===== src/rtl/vga_mem_pkg.sv =====
// Shared widths and arbiter state encoding for the VGA frame fetch, the game-logic
// writer and the SDRAM access arbiter.
package vga_mem_pkg;
  localparam int ADDR_W    = 25;
  localparam int DATA_W    = 16;
  localparam int BURST_MAX = 16;
  localparam int LEN_W     = $clog2(BURST_MAX + 1);
  localparam int MAX_PEND  = 8;
  localparam int WR_FAIR   = 4;

  typedef enum logic [1:0] {
    ARB_IDLE = 2'd0,
    ARB_RD   = 2'd1,
    ARB_WR   = 2'd2
  } arb_state_e;
endpackage


===== src/rtl/rd_pending_tracker.sv =====
// Counts reads accepted by the SDRAM controller but not yet returned.
// Also flags a full window and drops responses that arrive with nothing outstanding.
module rd_pending_tracker #(
  parameter int MAX_PEND = 8
) (
  input  logic clk,
  input  logic reset,
  input  logic i_acc,
  input  logic i_rdv,
  output logic o_stall,
  output logic o_rdv_ok,
  output logic o_busy
);
  localparam int CNT_W = $clog2(MAX_PEND + 1);

  logic [CNT_W-1:0] r_pend;
  logic             w_rdv_ok;

  // A response with nothing outstanding is left over from before a reset.
  assign w_rdv_ok = i_rdv && (r_pend != '0);
  assign o_rdv_ok = w_rdv_ok;
  assign o_stall  = (r_pend == CNT_W'(MAX_PEND));
  assign o_busy   = (r_pend != '0);

  always_ff @(posedge clk or posedge reset) begin
    if (reset)
      r_pend <= '0;
    else if (i_acc && !w_rdv_ok && !o_stall)
      r_pend <= r_pend + 1'b1;
    else if (!i_acc && w_rdv_ok)
      r_pend <= r_pend - 1'b1;
  end
endmodule


===== src/rtl/sdram_access_arbiter.sv =====
// Shares one Avalon-MM master between VGA burst reads (priority) and single writes
// from game logic; a starvation count forces a waiting write after WR_FAIR bursts.
module sdram_access_arbiter
  import vga_mem_pkg::*;
(
  input  logic              clk,
  input  logic              reset,
  input  logic              vga_req_valid,
  input  logic [ADDR_W-1:0] vga_req_addr,
  input  logic [LEN_W-1:0]  vga_req_len,
  output logic              vga_req_ready,
  output logic [DATA_W-1:0] vga_rdata,
  output logic              vga_rvalid,
  input  logic              wr_valid,
  input  logic [ADDR_W-1:0] wr_addr,
  input  logic [DATA_W-1:0] wr_data,
  output logic              wr_ready,
  output logic [ADDR_W-1:0] m_address,
  output logic              m_read,
  output logic              m_write,
  output logic [DATA_W-1:0] m_writedata,
  output logic [1:0]        m_byteenable,
  input  logic              m_waitrequest,
  input  logic [DATA_W-1:0] m_readdata,
  input  logic              m_readdatavalid,
  output logic              busy
);
  localparam int SW = $clog2(WR_FAIR + 1);

  arb_state_e        r_state, w_next;
  logic [ADDR_W-1:0] r_base;
  logic [LEN_W-1:0]  r_len, r_issued;
  logic [SW-1:0]     r_starve;
  logic              r_req_ready, r_rvalid;
  logic [DATA_W-1:0] r_rdata;
  logic              w_stall, w_rdv_ok, w_pend_busy, w_acc, w_rd_done;

  rd_pending_tracker #(.MAX_PEND(MAX_PEND)) u_pend (
    .clk      (clk),
    .reset    (reset),
    .i_acc    (w_acc),
    .i_rdv    (m_readdatavalid),
    .o_stall  (w_stall),
    .o_rdv_ok (w_rdv_ok),
    .o_busy   (w_pend_busy)
  );

  // A stall can only begin on an accept, so m_read never drops mid-waitrequest.
  assign m_read    = (r_state == ARB_RD) && (r_issued != r_len) && !w_stall;
  assign m_write   = (r_state == ARB_WR);
  assign w_acc     = m_read && !m_waitrequest;
  assign w_rd_done = (r_state == ARB_RD) &&
                     ((r_issued == r_len) || (w_acc && (r_issued + 1'b1 == r_len)));
  assign wr_ready  = m_write && !m_waitrequest;

  assign m_writedata   = m_write ? wr_data : '0;
  assign m_byteenable  = (m_read || m_write) ? 2'b11 : 2'b00;
  assign vga_req_ready = r_req_ready;
  assign vga_rvalid    = r_rvalid;
  assign vga_rdata     = r_rdata;
  assign busy          = (r_state != ARB_IDLE) || w_pend_busy;

  always_comb begin
    m_address = '0;
    if (r_state == ARB_RD)
      m_address = r_base + ADDR_W'(r_issued);
    else if (r_state == ARB_WR)
      m_address = wr_addr;
  end

  always_comb begin
    w_next = r_state;
    case (r_state)
      ARB_IDLE: begin
        if (wr_valid && ((r_starve == SW'(WR_FAIR)) || !vga_req_valid))
          w_next = ARB_WR;
        else if (vga_req_valid)
          w_next = ARB_RD;
      end
      ARB_RD:  if (w_rd_done) w_next = ARB_IDLE;
      ARB_WR:  if (!m_waitrequest) w_next = ARB_IDLE;
      default: w_next = ARB_IDLE;
    endcase
  end

  always_ff @(posedge clk or posedge reset) begin
    if (reset) begin
      r_state     <= ARB_IDLE;
      r_base      <= '0;
      r_len       <= '0;
      r_issued    <= '0;
      r_starve    <= '0;
      r_req_ready <= 1'b0;
      r_rvalid    <= 1'b0;
      r_rdata     <= '0;
    end else begin
      r_state     <= w_next;
      r_req_ready <= 1'b0;
      if (r_state == ARB_IDLE && w_next == ARB_RD) begin
        r_base      <= vga_req_addr;
        r_len       <= vga_req_len;
        r_issued    <= '0;
        r_req_ready <= 1'b1;
      end else if (w_acc) begin
        r_issued <= r_issued + 1'b1;
      end
      if (r_state == ARB_IDLE && w_next == ARB_WR)
        r_starve <= '0;
      else if (w_rd_done && wr_valid && (r_starve != SW'(WR_FAIR)))
        r_starve <= r_starve + 1'b1;
      r_rvalid <= w_rdv_ok;
      if (w_rdv_ok)
        r_rdata <= m_readdata;
    end
  end
endmodule


===== config.mk =====
export PLATFORM = sky130hd
export DESIGN_NAME = sdram_access_arbiter
export DESIGN_NICKNAME = d
export VERILOG_FILES = /design/src/rtl/vga_mem_pkg.sv /design/src/rtl/rd_pending_tracker.sv /design/src/rtl/sdram_access_arbiter.sv
export SDC_FILE = /design/constraint.sdc
export NUM_CORES = 1
export LEC_CHECK = 0
export ABC_AREA = 1
export ABC_CLOCK_PERIOD_IN_PS = 2300
export CORE_AREA = 2 2 102 104
export DETAILED_ROUTE_END_ITERATION = 6
export DIE_AREA = 0 0 104 106
export GPL_TIMING_DRIVEN = 0
export PLACE_DENSITY = 0.77
export SETUP_SLACK_MARGIN = 0.02
export SYNTH_ARGS = -nofsm -noshare
export SYNTH_HDL_FRONTEND = slang
export SYNTH_SLANG_ARGS = --single-unit

===== constraint.sdc =====
create_clock -name clk -period 2.3 [get_ports clk]
set_clock_uncertainty 0.1 [all_clocks]
set_input_delay 0.46 -clock clk [delete_from_list [all_inputs] [get_ports clk]]
set_output_delay 0.46 -clock clk [all_outputs]
set_load 0.005 [all_outputs]

==> metrics.md <==
| Metric | Value |
|---|---|
| Result of the run | `complete, but fails checks` |
| Violated checks | `setup timing` |
| Yosys top cell by area | `dfrtp_1` |
| Clock buffers created by TritonCTS | `9` |
| Top cells by instance count after synthesis | `nand2_1 (215), inv_1 (70), dfrtp_1 (62)` |
| Area growth syn-to-layout | `78.09%` |
| Relative slew margins | `0.4877` |
| Worst setup slack for register-to-register paths | `-40 ps` |
| Routed wire per std cell | `approximately 17 um` |
| Core area | `approximately 0.010 sq mm` |
| Synth cell types | `39` |
| Register area | `around 0.0016 sq mm` |
| Register area share after synthesis | `0.3996` |
| Count of buffers from port buffering | `157` |
| CTS Sinks | `62` |
| Post-detailed-routing wire length | `around 16 mm` |
| Number of violations of the max-capacitance limit | `0` |
| Number of enable flip-flop cells after synthesis | `0` |
| Effective utilization at floorplan | `0.3883` |
| Vias | `4910` |
| Endpoint type of the worst setup path | `output pin` |
| DR iter-0 viols | `approximately 360` |
| Maximum resistive drop on vdd | `~0.00053 V` |
| Worst-path clk slew | `80 ps` |
| Final #Nets | `slightly above 900` |
| Setup tns final | `-15750 ps` |
| Largest net degree at the start of global routing | `36` |
| Pre-CTS setup slack | `-1014 ps` |
| Detail Route Antenna Nets | `0` |
| DIE AREA | `about 0.011 sq mm` |
| Layout cells sized above 1 | `0.3280` |
| Max FO, Critical Path | `4` |
| Critical Path Source Type | `register` |
| Cell types with the largest area share after synthesis | `dfrtp_1 (40%), nand2_1 (21%), inv_1 (6.8%)` |
| Die width | `about 100 um` |
| CP peak stage delay | `around 400 ps` |
| Top Ports | `approximately 160` |
| Slew Viols, Final | `0` |
| Fmax achieved | `roughly 0.31 GHz` |
| Fillers | `between 700 and 800` |
| Initial antenna violation count | `0` |
| Pin slew with the least headroom to its limit | `between 700 and 800 ps` |
| First-pass iteration count of the detailed router | `5` |
| FFs w/ async S/R, synth | `1.000` |
| Path class of the lowest-slack min-delay path | `register to register` |
| Period minus WS final | `about 3300 ps` |
| Yosys synthesis warning count | `0` |
| Root Driver | `clkbuf_8` |
| Global placement routability congestion | `about 0.86` |
| Remaining routing DRC violations | `0` |
| Final Total Pwr | `between 7 and 8 mW` |
| Required time of the worst setup path | `1740 ps` |
| Setup repair after global routing missed its margin | `yes` |
| Cells after synthesis | `approximately 550` |
| TritonCTS clock tree | `yes` |
| Vias per cell | `5.212` |
| Overall Global Routing Usage | `0.2461` |
| Power density cells | `1110 mW/mm^2` |
| Net count after synthesis | `approximately 660` |
| Top FF cell, synth | `dfrtp_1` |
| Cell type of the slowest stage on the worst timing path | `dfrtp_1` |
| Worst Path Arrival | `~2700 ps` |
| Combined area of the multi-input logic cells | `0.002404 sq mm` |
| Sequence of cells on the critical path | `ha_2, inv_2, fa_2, inv_2, nand3_2, nand2_4, inv_2, o21ai_4, nand2_2, nor2_4, buf_6, nand3_4, o21ai_2, inv_1, nand2_2, nand2_2, buf_2` |
| H-tree depth | `3` |
| Worst-case clock buffer depth | `2` |
| Most repeated cell in the gate-level netlist after synthesis | `nand2_1` |
| Finish-stage setup viols | `28` |
| Wire length of the first global-routing pass | `around 22 mm` |
| Clock Latency Late Sink | `approximately 360 ps` |
| Rows | `37` |
| Total half-perimeter wirelength after legalization and detailed placement | `between 9 and 10 mm` |
| Via count of the first global-routing pass | `between 4k and 5k` |
| Die Ht | `106 um` |
| Portion of the clock cycle consumed by the worst path in the final layout | `1.422` |
| Yosys top cell area share | `0.3996` |
| Grt ovf | `0` |
| Least setup slack across all paths after layout | `-970.5 ps` |
| Startpoint-to-endpoint class of the critical path | `register to output pin` |
| Average cell area after synthesis | `roughly 7.0 sq um` |
| Cell area after synthesis | `between 0.003 and 0.004 sq mm` |
| Static leakage | `~3.4 nW` |
| Synthesis-stage register bit count | `62` |
| Final Hold Vio Count | `0` |
-- cells in the final DEF (no fill, tap or decap), types with 3 or more instances in the layout --
cell             Yosys  final
nand3_1             17     14
a21oi_2              0      5
o21ai_4              1      3
nand2_2              2     25
clkbuf_1             5      5
ha_4                 0      5
nor2_4               2     14
o21ai_2              3      9
inv_2                8     12
dfrtp_2              0      5
dfrtp_1             62     57
nor2_2               1      8
buf_8                0      4
nand2_1            215    186
buf_4                1     43
nand3_2              4      4
nor2_1              45     26
nand2_4              1      7
inv_1               70     59
clkbuf_8             0      9
a22o_1               3      3
ha_1                10      4
o21ai_1              9     15
o21ai_0             36     22
nand4_1              9      9
nand3_4              0      3
clkbuf_2             0      4
nor3_1               3      3
buf_2                6     41
inv_4                0      6
clkdlybuf4s50_1      0    112
buf_12               0      3
a21oi_1             12      6
xnor2_1              3      3
xor2_1               9      8
buf_6                0     35
-- metrics by stage --
| stage | util | area, sq um | std cells | hold slack (ps) |
|---|---|---|---|---|
| floorplan | - | 3906 | 554 | 355.3 |
| global placement | 0.5648 | 5648 | 847 | 362.7 |
| detailed placement | 0.5668 | 5668 | 848 | 369.8 |
| CTS | 0.6431 | 6431 | 910 | 395.6 |
| global route | 0.6912 | 6912 | 941 | 413.4 |
| finish | 0.6914 | 6914 | 942 | 393.8 |
-- layout make-up --
type | instances | share of cell area
timing repair buffer | 235 | 0.3085
sequential | 62 | 0.2253
antenna | 1 | 0.0003619
tap | 136 | 0.02461
clock buffer | 9 | 0.01792
buffer | 14 | 0.01538
multi-input combinational | 399 | 0.3476
clock inverter | 7 | 0.01412
inverter | 79 | 0.04615
-- sequential cells by signal (all words and copies together) (netlist names) --
signal and count:
r_base 25, vga_rdata 16, r_issued 5, r_len 5, u_pend.r_pend 4, r_starve 3, r_state 2, vga_req_ready 1
vga_rvalid 1
-- worst paths after layout --
check,endpoint,from,cells past startpoint
max in group asynchronous,r_state[0],reset,3
min,vga_rdata[11],vga_rdata[11],2
max reg2reg,u_pend.r_pend[3],r_issued[3],15
max,m_address[22],r_issued[0],17
min reg2reg,vga_rdata[11],vga_rdata[11],2
min in group asynchronous,vga_rdata[0],reset,2
-- layer usage --
layer	part of all wire	vias to the layer above	GRT usage
met5	0	-	0
met4	0.051	0	0.1178
met3	0.093	69	0.07909
met2	0.51	299	0.4356
met1	0.35	2313	0.2670
li1	-	2229	-
-- cells by family (layout without fill, tap and decap cells) --
family | Yosys count | count (layout) | synth area share
AOI/OAI and AO/OA | 73 | 73 | 0.1112
buffers and inverters | 93 | 344 | 0.09281
other | 0 | 1 | 0
adders and majority gates | 12 | 12 | 0.04254
xor gates and xnor gates | 13 | 13 | 0.03126
and+or+nand+nor | 301 | 301 | 0.3226
DFF | 62 | 62 | 0.3996
-- where the power goes --
| part | total (mW) | internal (mW) | leakage, nW | switching, mW |
|---|---|---|---|---|
| sequential | 2.00 | 1.52 | 0.768 | 0.480 |
| combinational | 4.57 | 2.17 | 2.51 | 2.40 |
| clock | 1.11 | 0.613 | 0.106 | 0.497 |
| total | 7.68 | 4.30 | 3.38 | 3.37 |
-- worst max-delay path, delay by kind of cell, from the launching register on --
kind,cells,cell delay (ps)
buffers and inverters,6,470
DFF,1,400
adders and majority gates,2,580
and+or+nand+nor,7,610
AOI/OAI and AO/OA,2,260
-- timing repair --
item | in CTS | in global routing
cloned | 1 | 0
gates resized for setup | 241 | 113
setup buffers | 45 | 39
setup endpoints to repair | 48 | 49
hold endpoints to repair | 0 | 0
pin swaps | 34 | 59
hold buffers | 0 | 0
Power figures use the tool's default switching activity.
==> patch: new RTL, config.mk and constraints unchanged <==
`MAX_PEND` is set to 8 in 2 places; all go to 4.
--- a/src/rtl/vga_mem_pkg.sv
+++ b/src/rtl/vga_mem_pkg.sv
@@ -5,7 +5,7 @@
   localparam int DATA_W    = 16;
   localparam int BURST_MAX = 16;
   localparam int LEN_W     = $clog2(BURST_MAX + 1);
-  localparam int MAX_PEND  = 8;
+  localparam int MAX_PEND  = 4;
   localparam int WR_FAIR   = 4;
 
   typedef enum logic [1:0] {
--- a/src/rtl/rd_pending_tracker.sv
+++ b/src/rtl/rd_pending_tracker.sv
@@ -1,7 +1,7 @@
 // Counts reads accepted by the SDRAM controller but not yet returned.
 // Also flags a full window and drops responses that arrive with nothing outstanding.
 module rd_pending_tracker #(
-  parameter int MAX_PEND = 8
+  parameter int MAX_PEND = 4
 ) (
   input  logic clk,
   input  logic reset,
Check against the original RTL: not equivalent (Yosys sat finds a counterexample within 10 cycles, from zero or initial values and one cycle with reset high).
==> patch against the unedited design <==
  * The run ends with design-rule violations, negative setup slack left
  * Die area unchanged
  * Final cell count decreased by 3.1%
  * Combinational power fell by 14%
  * Wire length decreased by 13%
  * Worst setup slack better by 0.025 ns
  * Fmax rose by 0.76%
  * Final area decreased by 6.1%
  * Total power shrank 8.6%
  * Global-route usage fell by 0.59 points
  * Via count is 6.0% lower
  * Sequential cell count down 1
  * First-iteration DRC count is 3.0% higher
  * Hold slack got worse by 0.087 ns
  * Area after synthesis is 2.7% lower
  * Largest power group unchanged
==> patch: results <==
[sta]
fin_ws_ns = -0.9458
setup_violations = 28
relSlewSlack = 0.5566

[status]
violations = "design-rule violations, negative setup slack"
status = "complete, but fails checks"

[cells_and_area]
top_register = "r_base"
drive_above_1_share = 0.2407
largest_reg_flops = 25
nets = 875
antenna_cells = 0

[global_route]
grt_max_degree = 44
grt_antenna_before_repair = 0
grtUsageTotal = 0.2402
grt_pass1_vias = 4567
grt_pass1_wl_um = 21300

[yosys]
ys_types = 31
syn-num-nets = 652
synth.top_cells.by_count = "222 x nand2_1, 65 x inv_1, 61 x dfrtp_1"
synthTopCellsByArea = "dfrtp_1 40%, nand2_1 22%, inv_1 6.5%"
ys_seq_area_frac = 0.4041

[worst_setup_path]
cp_max_fo = 3
crit_family = "buffers and inverters"
crit_slowest_cell = "fa_2"
cp.arrival_ns = 2.69

[place]
pre_cts_ws_ns = -0.9551
dp_hpwl_um = 9056
place_congestion = 0.9471

[detailed_routing]
via_per_inst = 5.057
drt_first_pass_iters = 7
drc = 1
drt_iter0_markers = 373
wirelength_um = 14040

[pwr]
p_leak_nw = 3.264
vdd_drop_max_uv = 524.9

[clock_network]
cts_root_buf = "clkbuf_8"

[hold_path]
hold_class = "input port to async pin"
patch: cell families (layout without fill, tap and decap cells):
kind of cell,after synthesis,count (layout),synth area share
simple gates,317,317,0.3471
compound gates,65,65,0.09904
flops,61,61,0.4041
fa+ha+maj,10,10,0.03710
buf+inv,85,313,0.08711
xor+xnor,11,11,0.02550
patch: worst paths after layout:
| check | cells past startpoint | slack (ns) | start | end |
|---|---|---|---|---|
| max | 15 | -0.95 | r_issued[1]$_DFFE_PP0P_ | m_address[12] |
| min | 2 | 0.31 | reset | vga_rdata[8]$_DFFE_PP0P_ |
| max reg2reg | 18 | -0.12 | r_issued[2]$_DFFE_PP0P_ | u_pend.r_pend[2]$_DFFE_PP0P_ |
| min reg2reg | 2 | 0.39 | vga_rdata[14]$_DFFE_PP0P_ | vga_rdata[14]$_DFFE_PP0P_ |
| max in group asynchronous | 3 | 1.21 | reset | r_issued[0]$_DFFE_PP0P_ |
| min in group clk | 2 | 0.39 | vga_rdata[14]$_DFFE_PP0P_ | vga_rdata[14]$_DFFE_PP0P_ |
patch: layer usage:
layer | part of all wire | GRT usage | vias up
li1 | - | - | 2159
met1 | 0.38 | 0.2682 | 2102
met2 | 0.49 | 0.4211 | 291
met3 | 0.083 | 0.05518 | 65
met4 | 0.047 | 0.1390 | 0
met5 | 0 | 0 | -
patch: through the flow:
step / hold WS, ns / instances / TNS, ns / area, um^2
after CTS: 0.3275 / 900 / -13.93 / 6276
after global placement: 0.3639 / 842 / -68.20 / 5539
after floorplan: 0.3483 / 549 / -0.3126 / 3797
after global routing: 0.3416 / 913 / -19.37 / 6495
after detailed placement: 0.3686 / 843 / -21.76 / 5559
final: 0.3066 / 913 / -17.00 / 6495
patch: final cells by class:
cell class                      count  area [um^2]
Buffer                             14        101.3
Clock buffer                       10        137.6
Clock inverter                      6        86.33
Fill cell                         787         3505
Inverter                           71        276.5
Multi-Input combinational cell    403         2211
Sequential cell                    61         1530
Tap cell                          136        170.2
Timing Repair Buffer              212         1982
patch: repair_timing:
action	4_1_cts	5_1_grt
gates resized for setup	177	65
hold buffers	0	0
setup endpoints to repair	47	44
cloned	0	1
buffers inserted	41	18
pin swaps	29	31
patch: worst reg2reg max path: stages, from the launching register on:
cell and delay (ns):
dfrtp_2 0.44, buf_6 0.13, buf_6 0.10, buf_6 0.12, inv_4 0.06, nand2_4 0.05, nand2_4 0.07, nor2_4 0.04
nand3_2 0.09, buf_6 0.10, buf_6 0.09, nand4_4 0.11, nor2_4 0.15, inv_2 0.06, fa_2 0.35, inv_1 0.06
nand2_1 0.06, nand3_1 0.09, nand2_1 0.06
patch: report_power, final:
part | internal (W) | switching (W)
Clock | 0.000637 | 0.000454
Sequential | 0.00153 | 0.000452
Combinational | 0.00189 | 0.00205
Total | 0.00405 | 0.00296
